$ cat config.mk
export PLATFORM = sky130hd
export DESIGN_NAME = instr_adder_sklansky_wrap
export DESIGN_NICKNAME = d
export VERILOG_FILES = /design/src/rtl/instr_adder_sklansky_wrap.sv
export SDC_FILE = /design/constraint.sdc
export NUM_CORES = 1
export LEC_CHECK = 0
export CELL_PAD_IN_SITES_DETAIL_PLACEMENT = 1
export CELL_PAD_IN_SITES_GLOBAL_PLACEMENT = 2
export CORE_ASPECT_RATIO = 0.5
export CORE_MARGIN = 3
export CORE_UTILIZATION = 24
export DETAILED_ROUTE_END_ITERATION = 12
export PLACE_DENSITY = 0.95
export SETUP_SLACK_MARGIN = 0.15
export SLEW_MARGIN = 20
export SYNTH_ARGS = -nofsm -noshare
export SYNTH_HDL_FRONTEND = slang
export SYNTH_SLANG_ARGS = --single-unit
$ cat constraint.sdc
create_clock -name wb_clk_i -period 11 [get_ports wb_clk_i]
set_input_delay 1.65 -clock wb_clk_i [delete_from_list [all_inputs] [get_ports wb_clk_i]]
set_output_delay 1.65 -clock wb_clk_i [all_outputs]
set_load 0.01 [all_outputs]
$ cat src/rtl/instr_adder_sklansky_wrap.sv
// 32-bit Sklansky prefix adder wrapped as a clocked ring oscillator test structure.
// A selected sum bit is inverted back into an operand bit, and its rising edges are counted.
module instr_adder_sklansky_wrap (
    input  logic        wb_clk_i,
    input  logic        wb_rst_i,
    input  logic        active,
    input  logic [31:0] la1_data_in,
    input  logic [31:0] la2_data_in,
    input  logic [31:0] la3_data_in,
    input  logic [31:0] la1_oenb,
    input  logic [31:0] la2_oenb,
    input  logic [31:0] la3_oenb,
    input  logic [37:0] io_in,
    output logic [31:0] la1_data_out,
    output logic [31:0] la2_data_out,
    output logic [31:0] la3_data_out,
    output logic [37:0] io_out,
    output logic [37:0] io_oeb
);

    logic        ring_en;
    logic        cnt_en;
    logic        cnt_clr;
    logic        load;
    logic [4:0]  ring_sel;
    logic [4:0]  out_sel;

    logic [31:0] a_q, a_d;
    logic [31:0] b_q, b_d;
    logic [31:0] sum_q, sum_d;
    logic        carry_q, carry_d;
    logic        chain_prev_q;
    logic [31:0] cnt_q, cnt_d;

    logic        chain_out;
    logic [31:0] a_eff;

    assign ring_en  = la3_data_in[0];
    assign cnt_en   = la3_data_in[1];
    assign cnt_clr  = la3_data_in[2];
    assign load     = la3_data_in[3];
    assign ring_sel = la3_data_in[8:4];
    assign out_sel  = la3_data_in[13:9];

    assign chain_out = sum_q[out_sel];

    always_comb begin
        a_eff = a_q;
        if (ring_en) begin
            a_eff[ring_sel] = ~chain_out;
        end
    end

    // Each prefix level lives in its own generate scope so every level is a distinct net.
    for (genvar l = 0; l < 6; l++) begin : lvl
        logic [31:0] g;
        logic [31:0] p;
        if (l == 0) begin : base
            assign g = a_eff & b_q;
            assign p = a_eff ^ b_q;
        end else begin : comb
            for (genvar i = 0; i < 32; i++) begin : bitn
                if (((i >> (l - 1)) & 1) == 1) begin : join_blk
                    localparam int J = ((i >> (l - 1)) << (l - 1)) - 1;
                    assign g[i] = lvl[l-1].g[i] | (lvl[l-1].p[i] & lvl[l-1].g[J]);
                    assign p[i] = lvl[l-1].p[i] & lvl[l-1].p[J];
                end else begin : pass_blk
                    assign g[i] = lvl[l-1].g[i];
                    assign p[i] = lvl[l-1].p[i];
                end
            end
        end
    end

    // Carry-in is zero, so the carry into bit i is the group generate of bits i-1..0.
    assign sum_d   = lvl[0].p ^ {lvl[5].g[30:0], 1'b0};
    assign carry_d = lvl[5].g[31];

    assign a_d = load ? la1_data_in : a_q;
    assign b_d = load ? la2_data_in : b_q;

    always_comb begin
        cnt_d = cnt_q;
        if (cnt_clr) begin
            cnt_d = '0;
        end else if (cnt_en && chain_out && !chain_prev_q) begin
            cnt_d = cnt_q + 32'd1;
        end
    end

    always_ff @(posedge wb_clk_i) begin
        if (wb_rst_i) begin
            a_q          <= '0;
            b_q          <= '0;
            sum_q        <= '0;
            carry_q      <= 1'b0;
            chain_prev_q <= 1'b0;
            cnt_q        <= '0;
        end else if (active) begin
            a_q          <= a_d;
            b_q          <= b_d;
            sum_q        <= sum_d;
            carry_q      <= carry_d;
            chain_prev_q <= chain_out;
            cnt_q        <= cnt_d;
        end
    end

    assign la1_data_out = active ? sum_q : '0;
    assign la2_data_out = active ? cnt_q : '0;
    assign la3_data_out = active ? {30'b0, carry_q, chain_out} : '0;
    assign io_out       = active ? {29'b0, chain_out, 8'b0} : '0;
    assign io_oeb       = active ? 38'h3F_FFFF_FEFF : {38{1'b1}};

    wire unused_ok = ^{la1_oenb, la2_oenb, la3_oenb, io_in, la3_data_in[31:14], lvl[5].p};

endmodule

==> impl_metrics.toml <==
[yosys]
synth-main-ff-cell = "dfxtp_1"
ys_ff_latch = 130
syn_area_per_cell_sq_um = 8.072
synthArstFlopShare_pct = 0
syn_area_sq_um = 8160
synth_most_common_cell = "nand2_1"
synth_seq_area_share_pct = 31.89
synth_top_area_share_pct = 31.89
ys_types = 64
ys.warnings.count = 0
synth_edf_count = 0
synthTopCellsByCount = "nand2_1, dfxtp_1, buf_4"
synthCells = 1011
ys_top_cells_by_area = "dfxtp_1, buf_4, nand2_1"
synth_top_cell_by_area = "dfxtp_1"

[detailed_routing]
wl_um = 25430
vias = 7022
detailedRoute.firstPassIterationCount = 4
drtAntennaViolNets = 0
drtIter0Drc = 296
drc = 0
wl_per_cell_um = 16.03
viasPerCell = 4.427

[timing]
setup_slack_ps = 3756
drv_slew = 0
setup_viol = 0
fmax_ghz = 0.1381
finalCritPeriodShare_pct = 65.85
fin_tns_setup_ps = 0
fin_skew_ps = 14.56
fin_crit_ps = 7244
worstMarginPinSlew_ps = 978.8
rsz0062_at_grt = "false"
slew_headroom_pct = 34.75
hold_viol_final = 0

[clock_network]
cts_resized = 0
hold_buffers = 0
clock_latency_ps = 430
cts_inserted_buffers = 17
cts_setup_buffers = 0
root_buffer = "clkbuf_16"
clockBufferDepth = 2
ctsHtreeMaxLevel = 4
cts_tree = "yes"
cts.sinks = 130
path_clk_slew_ps = 60

[grt]
antenna_found_initial = 0
grt_pass1_wl_um = 38920
grt.overflow.total = 0
grt_usage_pct = 13.68
grt_max_degree = 89
grt_pass1_vias = 6989

[floorplan]
ios = 405
die_h_um = 136.4
dieArea_sq_um = 36380
core_area_sq_um = 33280
rows = 47
initial_core_util_pct = 24.52
die_w_um = 266.8

[setup_path]
cp.required_ps = 11360
arrival_ps = 7600
cp_max_fo = 40
end_kind = "flip-flop"
worstSetupPathType = "in2reg"
start_kind = "input port"

[cells_and_area]
diodes = 0
drive_gt1_share_pct = 8.559
final_nets = 1402
utilization_pct = 30.80
fillerInstances = 3998
areaGrowthSynthToFinish_pct = 25.64

[placement]
routabilityCongestion = 0.8257
pre_cts_ws_ps = 3327
hpwlAfterDp_um = 19180
io_buffers = 148

[power_and_ir_drop]
internal_power_uw = 923.6
netSwitchingFraction_pct = 27.56
p_sw_uw = 351.4
pwr_density_cell_nw_per_um2 = 124.4
worst_ir_drop_vdd_v = 0.0001011
power.share.clock_pct = 46.5
combPwrFrac_pct = 14.2
p_leak_uw = 0.004102
seq_power_share_pct = 39.4

[hold_path]
worstHoldPathType = "reg2reg"

[status]
status = "finished, final reports clean"

[job]
maxCapViolCount = 0
[layout make-up]
| class | instances | area [sq um] | share of cell area, % |
|---|---|---|---|
| well taps | 441 | 551.8 | 5.382 |
| flip-flops and latches | 130 | 2603 | 25.38 |
| multi-input cells | 812 | 4905 | 47.84 |
| inverters | 15 | 56.30 | 0.5492 |
| repair buffers | 156 | 1531 | 14.94 |
| clock buffers | 17 | 425.4 | 4.149 |
| clock inverters | 15 | 180.2 | 1.757 |
[path summary, 6_finish.rpt]
path	start	end	slack, ps	depth (start not counted)
setup / recovery	la3_data_in[10]	sum_q[26]$_SDFFE_PP0P_	3760	17
setup reg to reg	sum_q[30]$_SDFFE_PP0P_	sum_q[26]$_SDFFE_PP0P_	5720	16
hold reg to reg	a_q[8]$_SDFFE_PP0P_	a_q[8]$_SDFFE_PP0P_	460	2
hold / removal	a_q[8]$_SDFFE_PP0P_	a_q[8]$_SDFFE_PP0P_	460	2
[worst max-delay path, cell delays in order]
cell,delay (ps)
clkdlybuf4s50_1,930
mux4_2,670
mux4_2,510
mux2i_4,140
buf_4,410
mux2_2,250
ha_1,130
inv_1,40
fa_1,390
nand2b_1,180
a21o_1,180
a31oi_1,280
a31oi_1,240
o31ai_2,610
a21oi_1,240
or4b_2,650
nand3_1,80
[power by group through the flow]
stage | Combinational (uW) | Clock, uW | Sequential (uW)
finish | 180 | 593 | 502
global route | 200 | 624 | 504
CTS | 181 | 603 | 502
detailed placement | 180 | 0 | 512
global placement | 176 | 0 | 512
floorplan | 136 | 0 | 506
[cells by family after synthesis]
| kind of cell | synth area share, % |
|---|---|
| and+or+nand+nor | 23.70 |
| AOI/OAI and AO/OA | 13.88 |
| buffers and inverters | 12.77 |
| DFF | 31.89 |
| muxes | 8.418 |
| adders and majority gates | 6.133 |
| xor gates and xnor gates | 3.113 |
| other | 0.09203 |
[sequential cells by signal (all words and copies together) (netlist names)]
register      flops
chain_prev_q      1
b_q              32
carry_q           1
sum_q            32
cnt_q            32
a_q              32
[through the flow]
step                cells  area (sq um)  total power [uW]  hold slack, ps
finish               1586         10250              1275           455.2
CTS                  1586         10250              1285           457.2
detailed placement   1554          9647             692.0           447.6
global route         1586         10250              1328           477.1
floorplan            1113          8543             642.8           432.9
global placement     1554          9647             687.9           441.8
[layout by cell type, fill, tap and decap left out, drive strengths merged, types with 9 or more instances in the layout]
master         instances
inv                   19
mux2i                 10
nand2                184
nor2                  60
ha                    32
a21o                  12
o31ai                  9
and3                   9
clkbuf                17
mux2                  31
nand4                 10
clkdlybuf4s50        146
o21ai                 33
buf                   10
conb                 104
mux4                  10
dfxtp                130
nand3                 22
a21oi                 97
xnor2                  9
nor3                   9
xor2                  20
and2                  67
[per-layer routing]
layer  part of all wire, %  global-route usage, %  vias to the layer above
li1                      -                      -                     3494
met1                    44                  16.42                     3402
met2                    52                  24.94                       94
met3                   2.2                  1.718                       32
met4                   2.6                  5.502                        0
met5                     0                      0                        -
Note: power is estimated with default switching activity, not from simulation.
